--- config.mk ---
export PLATFORM = sky130hd
export DESIGN_NAME = icescon_master
export DESIGN_NICKNAME = d
export VERILOG_FILES = /design/src/rtl/icescon_master.sv
export SDC_FILE = /design/constraint.sdc
export NUM_CORES = 1
export LEC_CHECK = 0
export CAP_MARGIN = 20
export CELL_PAD_IN_SITES_DETAIL_PLACEMENT = 1
export CELL_PAD_IN_SITES_GLOBAL_PLACEMENT = 1
export CORE_MARGIN = 5
export CORE_UTILIZATION = 37
export CTS_CLUSTER_SIZE = 24
export DETAILED_ROUTE_END_ITERATION = 10
export PLACE_DENSITY = 0.86
export SETUP_SLACK_MARGIN = 0.05
export SLEW_MARGIN = 20
export SYNTH_ARGS = -nofsm -noshare
export SYNTH_HDL_FRONTEND = slang
export SYNTH_SLANG_ARGS = --single-unit
--- constraint.sdc ---
create_clock -name FCLKRT -period 4.65 [get_ports FCLKRT]
set_input_delay 0.93 -clock FCLKRT [delete_from_list [all_inputs] [get_ports FCLKRT]]
set_output_delay 0.93 -clock FCLKRT [all_outputs]
set_load 0.02 [all_outputs]
--- src/rtl/icescon_master.sv ---
// ICE-bus initiator: turns single host commands into ICE write/read cycles,
// with optional read-back verify and bounded retry on mismatch.
module icescon_master #(
    parameter int SETUP_CYC   = 1,
    parameter int WR_LOW_CYC  = 2,
    parameter int SYNC_CYC    = 3,
    parameter int RD_WAIT_CYC = 1,
    parameter int MAX_RETRY   = 2
) (
    input  logic        FCLKRT,
    input  logic        SYSRSOUTB,
    input  logic        CMD_REQ,
    input  logic        CMD_WRITE,
    input  logic        CMD_VERIFY,
    input  logic [31:0] CMD_ADDR,
    input  logic [31:0] CMD_WDATA,
    output logic        CMD_ACK,
    output logic [31:0] CMD_RDATA,
    output logic        CMD_ERR,
    output logic        BUSY,
    output logic [31:0] ICEIFA,
    output logic [31:0] ICEDI,
    output logic        ICEWR,
    input  logic [31:0] ICEDOP
);

    localparam int MAX_AB = (SETUP_CYC > WR_LOW_CYC) ? SETUP_CYC : WR_LOW_CYC;
    localparam int MAX_CD = (SYNC_CYC > RD_WAIT_CYC) ? SYNC_CYC : RD_WAIT_CYC;
    localparam int MAX_PH = (MAX_AB > MAX_CD) ? MAX_AB : MAX_CD;
    localparam int CW     = (MAX_PH < 2) ? 1 : $clog2(MAX_PH);

    typedef enum logic [2:0] {
        IDLE, SETUP, WRLOW, HOLD, SYNC, RDWAIT, SAMPLE, DONE
    } state_t;

    state_t        state, state_nxt;
    logic [CW-1:0] cnt, cnt_nxt;
    logic [2:0]    retry, retry_nxt;
    logic          is_wr, is_wr_nxt;
    logic          is_vf, is_vf_nxt;
    logic [31:0]   addr, addr_nxt;
    logic [31:0]   wdata, wdata_nxt;
    logic [31:0]   rdata_nxt;
    logic          err_nxt;
    logic          drive_a, drive_d;

    always_comb begin
        state_nxt = state;
        cnt_nxt   = cnt;
        retry_nxt = retry;
        is_wr_nxt = is_wr;
        is_vf_nxt = is_vf;
        addr_nxt  = addr;
        wdata_nxt = wdata;
        rdata_nxt = CMD_RDATA;
        err_nxt   = 1'b0;
        unique case (state)
            IDLE: begin
                if (CMD_REQ) begin
                    addr_nxt  = CMD_ADDR & ~32'h3;
                    wdata_nxt = CMD_WDATA;
                    is_wr_nxt = CMD_WRITE;
                    is_vf_nxt = CMD_VERIFY & CMD_WRITE;
                    if (CMD_WRITE) begin
                        state_nxt = SETUP;
                        cnt_nxt   = CW'(SETUP_CYC - 1);
                    end else begin
                        state_nxt = RDWAIT;
                        cnt_nxt   = CW'(RD_WAIT_CYC - 1);
                    end
                end
            end
            SETUP: begin
                if (cnt == '0) begin
                    state_nxt = WRLOW;
                    cnt_nxt   = CW'(WR_LOW_CYC - 1);
                end else begin
                    cnt_nxt = cnt - CW'(1);
                end
            end
            WRLOW: begin
                if (cnt == '0) state_nxt = HOLD;
                else           cnt_nxt   = cnt - CW'(1);
            end
            HOLD: begin
                if (is_vf) begin
                    state_nxt = SYNC;
                    cnt_nxt   = CW'(SYNC_CYC - 1);
                end else begin
                    state_nxt = DONE;
                end
            end
            SYNC: begin
                if (cnt == '0) begin
                    state_nxt = RDWAIT;
                    cnt_nxt   = CW'(RD_WAIT_CYC - 1);
                end else begin
                    cnt_nxt = cnt - CW'(1);
                end
            end
            RDWAIT: begin
                if (cnt == '0) state_nxt = SAMPLE;
                else           cnt_nxt   = cnt - CW'(1);
            end
            SAMPLE: begin
                rdata_nxt = ICEDOP;
                if (!is_wr || ICEDOP == wdata) begin
                    state_nxt = DONE;
                end else if (retry < 3'(MAX_RETRY)) begin
                    retry_nxt = retry + 3'd1;
                    state_nxt = SETUP;
                    cnt_nxt   = CW'(SETUP_CYC - 1);
                end else begin
                    state_nxt = DONE;
                    err_nxt   = 1'b1;
                end
            end
            DONE: begin
                state_nxt = IDLE;
                retry_nxt = 3'd0;
            end
            default: state_nxt = IDLE;
        endcase
    end

    // Bus outputs are decoded from the next state so every pin comes straight off a flop.
    assign drive_a = (state_nxt == SETUP) || (state_nxt == WRLOW) || (state_nxt == HOLD) ||
                     (state_nxt == RDWAIT) || (state_nxt == SAMPLE);
    assign drive_d = (state_nxt == SETUP) || (state_nxt == WRLOW) || (state_nxt == HOLD);

    always_ff @(posedge FCLKRT) begin
        if (!SYSRSOUTB) begin
            state     <= IDLE;
            cnt       <= '0;
            retry     <= 3'd0;
            is_wr     <= 1'b0;
            is_vf     <= 1'b0;
            ICEWR     <= 1'b1;
            ICEIFA    <= '0;
            ICEDI     <= '0;
            CMD_ACK   <= 1'b0;
            CMD_ERR   <= 1'b0;
            CMD_RDATA <= '0;
            BUSY      <= 1'b0;
        end else begin
            state     <= state_nxt;
            cnt       <= cnt_nxt;
            retry     <= retry_nxt;
            is_wr     <= is_wr_nxt;
            is_vf     <= is_vf_nxt;
            ICEWR     <= (state_nxt != WRLOW);
            ICEIFA    <= drive_a ? addr_nxt : '0;
            ICEDI     <= drive_d ? wdata_nxt : '0;
            CMD_ACK   <= (state_nxt == DONE);
            CMD_ERR   <= err_nxt;
            CMD_RDATA <= rdata_nxt;
            BUSY      <= (state_nxt != IDLE);
        end
    end

    // Command payload only changes on accept, so it needs no reset.
    always_ff @(posedge FCLKRT) begin
        addr  <= addr_nxt;
        wdata <= wdata_nxt;
    end

endmodule
==> metrics.cfg, run 1 <==
[power]
internal-power_mw=4.00
p_sw_mw=2.10
swShare=0.344
clkPwrFrac=0.234
p_leak_nw=3.32
seq_power_share=0.381
powerDensity_mw_per_mm2=688
comb_power_share=0.384
peakVddDrop_mv=0.384

[grt]
met1_usage=0.188
met3_usage=0.0653
grt_pass1_vias=5392
grt_max_degree=50
grt_pass1_wl_um=29500
gr-usage-all-layers=0.195
overflow=0
busiest_layer=met2
met2_usage=0.374
antenna_found_initial=1

[setup_path]
endpoint_kind=flop
regToRegStartpoint=wdata[15]
r2r_cells=8
cp.arrival_ns=3.70
cp-startpoint=ICEDOP[15]
crit_path_end=ICEIFA[26]
cp.required_ns=4.95
cp_cell_sequence=clkdlybuf4s50_1, xor2_1, nor4_1, nand4_1, o211a_1, o211a_1, o311ai_4, buf_4, nor2b_1
crit_slowest_cell=nor4_1
critPathLaunchType=input pin
slowest_delay_ns=0.48
path_class=input pin to flop
crit_fanout=32
r2r_slack_ns=1.90
crit_top_cell=o211a_1
r2r_end=ICEIFA[26]

[clocking]
h-tree-depth=4
cts_resized=0
clock_path_buffers=2
ctsHoldBuffers=0
clock_sinks=174
cts_root_buf=clkbuf_16
cts.reportedPaths.clkPinSlew_ns=0.07
tritoncts=built
post_cts_buffers=0
clk_latency_ns=0.43
cts_buffers=17

[sta]
post-route-period-util=0.730
hold_viol_final=0
slew_headroom=0.422
finClkSkew_ns=0.00975
fin_hold_ws_ns=0.467
setup_violations=0
drv_slew=0
period_minus_slack_ns=3.40
tns_ns=0
max_freq_mhz=294
tightest_slew_ns=0.867
rsz0062_at_grt=no

[yosys]
synth_cell_type_count=36
syn-cell-area_mm2=0.00609
synth_top_family_by_area=simple AND/OR/NAND/NOR gates
synth_top_area_cell=dfxtp_1
async_flop_share=0
synth_top_area_share=0.572
synth_compound_area_frac=0.0766
muxShareOfSynthArea=0.118
syn_area_per_cell_um2=10.9
synthesis.nets=662
syn_inst=557
synth_area_leaders=dfxtp_1 57%, mux2_2 11%, nor2b_1 6.1%
synth_edf_count=0
synth.most_common_cell=dfxtp_1
synth_ff_type=dfxtp_1
synth_warnings=0
yosys-top-cells-count=174 x dfxtp_1, 76 x nand2_1, 62 x mux2_2, 59 x nor2b_1, 33 x a21boi_0
synthAdderAreaFrac=0.00822
ys_ff_latch=174
synth_xor_area_frac=0.0460
ys_seq_area_frac=0.572
yosys.area_share.simple=0.153

[floorplanning]
rows=47
start_util=0.373
die_area_mm2=0.0191
fp.dieH_um=138
io-pin-count=201
core_area_mm2=0.0163
die_x_um=138

[detailed_routing]
avgRoutedWirePerCell_um=18.9
firstDrtPassIters=4
antenna_left=0
vias=4642
drt_iter0_drc=187
drc=0
route.final.wire_length_um=18600
avgViaCountPerCell=4.72

[min_path]
min_path_type=flop to flop

[final_layout]
area_delta_synth_final_pct=45.4
fillers=1782
regArea_mm2=0.00348
multiInputGateArea_mm2=0.00245
drive_gt1_frac=0.139
final_nets=855

[placed_design]
dp_hpwl_um=13700
portBuffers=198
gp_congestion=0.816

[job]
cap_violations=0

[outcome]
outcome=complete, no violations

==> layout by cell type (no fill, tap or decap), drive strengths merged, types with 11 or more instances in the layout <==
| cell type | count |
|---|---|
| nand2 | 76 |
| xor2 | 32 |
| nor2 | 12 |
| a21boi | 33 |
| o21ai | 11 |
| clkdlybuf4s50 | 197 |
| clkbuf | 18 |
| nor2b | 59 |
| dfxtp | 174 |
| mux2 | 62 |
==> metrics by stage <==
stage	cell area [um^2]	util	setup slack, ns	total power [mW]	cells
3_5_place_dp	8260	0.505	0.815	4.70	951
3_3_place_gp	8260	0.505	0.873	4.56	951
2_1_floorplan	6090	-	1.90	3.77	557
5_1_grt	8860	0.542	1.03	6.45	984
4_1_cts	8850	0.542	1.24	6.17	983
6_report	8860	0.542	1.25	6.10	984
==> worst min path at each step <==
stage	startpoint	endpoint	depth (start not counted)
detailed placement	addr[12]	addr[12]	1
finish	CMD_RDATA[31]	CMD_RDATA[31]	2
CTS	CMD_RDATA[31]	CMD_RDATA[31]	2
global route	addr[7]	addr[7]	1
floorplan	is_wr	CMD_ERR	2
global placement	addr[1]	addr[1]	1
==> sequential cells by signal, summed over array words and instances (netlist names), 2 cells and up <==
signal	flops
CMD_RDATA	32
ICEDI	32
ICEIFA	32
addr	32
wdata	32
retry	3
state	3
cnt	2
==> cells by family after synthesis <==
logic type | after synthesis
XOR/XNOR | 32
AO/OA/AOI/OAI | 64
multiplexers | 64
flip-flops | 174
AND/OR/NAND/NOR | 183
adder cells (fa/ha/maj) | 4
buffers and inverters | 36
==> power groups by stage <==
stage,Combinational (mW),Clock [mW],Sequential (mW)
5_1_grt,2.53,1.53,2.39
3_5_place_dp,2.35,0,2.35
4_1_cts,2.38,1.46,2.33
2_1_floorplan,1.25,0,2.52
6_report,2.34,1.43,2.32
3_3_place_gp,2.24,0,2.32
==> cell type report <==
type	instances	area share
antenna	1	0.000283
tap	220	0.0311
clock inverter	14	0.0179
sequential	174	0.393
multi-input combinational	347	0.277
timing repair buffer	204	0.228
clock buffer	18	0.0496
inverter	6	0.00254
==> layer usage <==
metal | vias to the layer above | share of wire
met4 | 0 | 0.036
met2 | 123 | 0.55
met5 | - | 0
met3 | 39 | 0.054
li1 | 2226 | -
met1 | 2254 | 0.36
==> worst max-delay path, delay by kind of cell <==
family                    cells  cell delay (ns)
AOI/OAI and AO/OA             3             0.92
buffers and inverters         2             0.85
and+or+nand+nor               3             0.79
xor gates and xnor gates      1             0.18
Power figures use the tool's default switching activity.
==> inputs of run 2 (changes only) <==
--- a/config.mk
+++ b/config.mk
@@ -9,10 +9,10 @@
 export CELL_PAD_IN_SITES_DETAIL_PLACEMENT = 1
 export CELL_PAD_IN_SITES_GLOBAL_PLACEMENT = 1
 export CORE_MARGIN = 5
-export CORE_UTILIZATION = 37
+export CORE_UTILIZATION = 35
 export CTS_CLUSTER_SIZE = 24
 export DETAILED_ROUTE_END_ITERATION = 10
-export PLACE_DENSITY = 0.86
+export PLACE_DENSITY = 0.82
 export SETUP_SLACK_MARGIN = 0.05
 export SLEW_MARGIN = 20
 export SYNTH_ARGS = -nofsm -noshare
==> constraint.sdc (replaced) <==
create_clock -name FCLKRT -period 3.3 [get_ports FCLKRT]
set_input_delay 0.66 -clock FCLKRT [delete_from_list [all_inputs] [get_ports FCLKRT]]
set_output_delay 0.66 -clock FCLKRT [all_outputs]
set_load 0.02 [all_outputs]
==> run 2 against run 1 <==
  * Flip-flop and latch count unchanged
  * Die area up 5.3%
  * Power is 46% higher
  * Utilization shrank 1.5 points
  * Sequential power rose by 41%
  * Setup slack got worse by 0.86 ns
  * Critical path depth is 1 higher
  * Via count up 0.22%
  * Worst hold slack lost 0.0052 ns
  * First-iteration DRC count fell by 19%
  * Combinational power up 49%
  * Design area rose by 2.1%
  * Critical path type unchanged
  * Highest routed layer unchanged
==> metrics.cfg, run 2 (same netlist as run 1, synthesis figures left out) <==
[outcome]
outcome=complete, no violations

[sta]
rsz0062_at_grt=no
setup_violations=0
post-route-period-util=0.880
finClkSkew_ns=0.0104
slew_headroom=0.509
fin_hold_ws_ns=0.462
drv_slew=0
max_freq_mhz=344
tightest_slew_ns=0.737
period_minus_slack_ns=2.90
hold_viol_final=0

[clocking]
h-tree-depth=4
tritoncts=built
clock_path_buffers=2
ctsHoldBuffers=0
cts.reportedPaths.clkPinSlew_ns=0.06
cts_root_buf=clkbuf_16
clk_latency_ns=0.43
cts_buffers=17
cts_resized=0
post_cts_buffers=0
clock_sinks=174

[final_layout]
final_core_util=0.527
fillers=1849
area_delta_synth_final_pct=48.5
final_cell_mix=198 x clkdlybuf4s50_1, 174 x dfxtp_1, 76 x nand2_1
regArea_mm2=0.00348
drive_gt1_frac=0.149
final_nets=866
multiInputGateArea_mm2=0.00245
mostFrequentLayoutCell=clkdlybuf4s50_1

[floorplanning]
die_area_mm2=0.0201
die_x_um=142
rows=48
io-pin-count=201
fp.dieH_um=142
core_area_mm2=0.0172
start_util=0.355

[power]
clkPwrFrac=0.242
powerDensity_mw_per_mm2=985
comb_power_share=0.391
p_leak_nw=3.41
peakVddDrop_mv=0.470
seq_power_share=0.367
p_sw_mw=2.95
swShare=0.331
internal-power_mw=5.96

[detailed_routing]
route.final.wire_length_um=18900
drt_iter0_drc=152
avgViaCountPerCell=4.65
avgRoutedWirePerCell_um=18.8
vias=4652
antenna_left=0
drc=0
firstDrtPassIters=4

[setup_path]
crit_fanout=32
endpoint_kind=flop
r2r_cells=9
cp_cell_sequence=clkdlybuf4s50_1, xor2_1, nor4_1, buf_4, nand4_1, o211a_1, o211a_1, o311ai_4, buf_12, nor2b_1
crit_slowest_cell=clkdlybuf4s50_1
cp.arrival_ns=3.21
critPathLaunchType=input pin
crit_top_cell=o211a_1
slowest_delay_ns=0.45
cp.required_ns=3.61
path_class=input pin to flop

[grt]
overflow=0
grt_pass1_vias=5290
grt_max_degree=42
antenna_found_initial=2
grt_pass1_wl_um=29400
gr-usage-all-layers=0.191

[min_path]
hold_depth=2
min_path_type=flop to flop

[placed_design]
gp_congestion=0.786
dp_hpwl_um=13600
portBuffers=198

[job]
cap_violations=0

## run 2: changes by cell type in the layout (fill, tap and decap cells not counted)
cell / change
buf_12: +4
clkbuf_1: +1
buf_2: -1
clkinv_4: -4
clkbuf_8: +1
inv_6: -1
buf_4: +7
diode_2: +1
clkinvlp_4: +1
clkdlybuf4s50_1: +1
bufinv_16: +2
## run 2: layer usage
metal | part of all wire | track usage
met4 | 0.040 | 0.0995
met5 | 0 | 0
met3 | 0.046 | 0.0543
met2 | 0.54 | 0.347
met1 | 0.38 | 0.198
## run 2: worst paths after layout
kind	from	end	slack [ns]
hold reg to reg	CMD_RDATA[30]	CMD_RDATA[30]	0.46
setup / recovery	ICEDOP[16]	ICEIFA[26]	0.40
hold / removal	CMD_RDATA[30]	CMD_RDATA[30]	0.46
setup reg to reg	wdata[16]	ICEIFA[26]	0.79
## run 2: cell type report
type,instances,share of cell area
Tap cell,225,0.0311
Clock buffer,20,0.0505
Clock inverter,12,0.0202
Sequential cell,174,0.385
Inverter,6,0.00249
Timing Repair Buffer,215,0.239
Antenna cell,2,0.000553
Multi-Input combinational cell,347,0.271
## run 2: power groups by stage
stage	Clock, mW	Combinational (mW)	Sequential (mW)
2_1_floorplan	0	1.76	3.55
4_1_cts	2.20	3.54	3.28
6_report	2.16	3.48	3.27
3_3_place_gp	0	3.35	3.27
5_1_grt	2.30	3.76	3.35
3_5_place_dp	0	3.48	3.31
## run 2: stage by stage
| step | setup slack [ns] | cells | area [um^2] | power [mW] | TNS, ns |
|---|---|---|---|---|---|
| final | 0.395 | 1001 | 9040 | 8.90 | 0 |
| after global routing | 0.238 | 1001 | 9040 | 9.41 | 0 |
| after CTS | 0.389 | 999 | 9040 | 9.02 | 0 |
| after detailed placement | -0.0292 | 967 | 8400 | 6.79 | -0.410 |
| after global placement | 0.0421 | 967 | 8400 | 6.62 | 0 |
| after floorplan | 0.816 | 557 | 6090 | 5.31 | 0 |
## run 2: worst max-delay path, delay by kind of cell
kind | cells | cell delay (ns)
simple gates | 3 | 0.57
buf+inv | 3 | 0.86
compound gates | 3 | 0.93
xor+xnor | 1 | 0.18
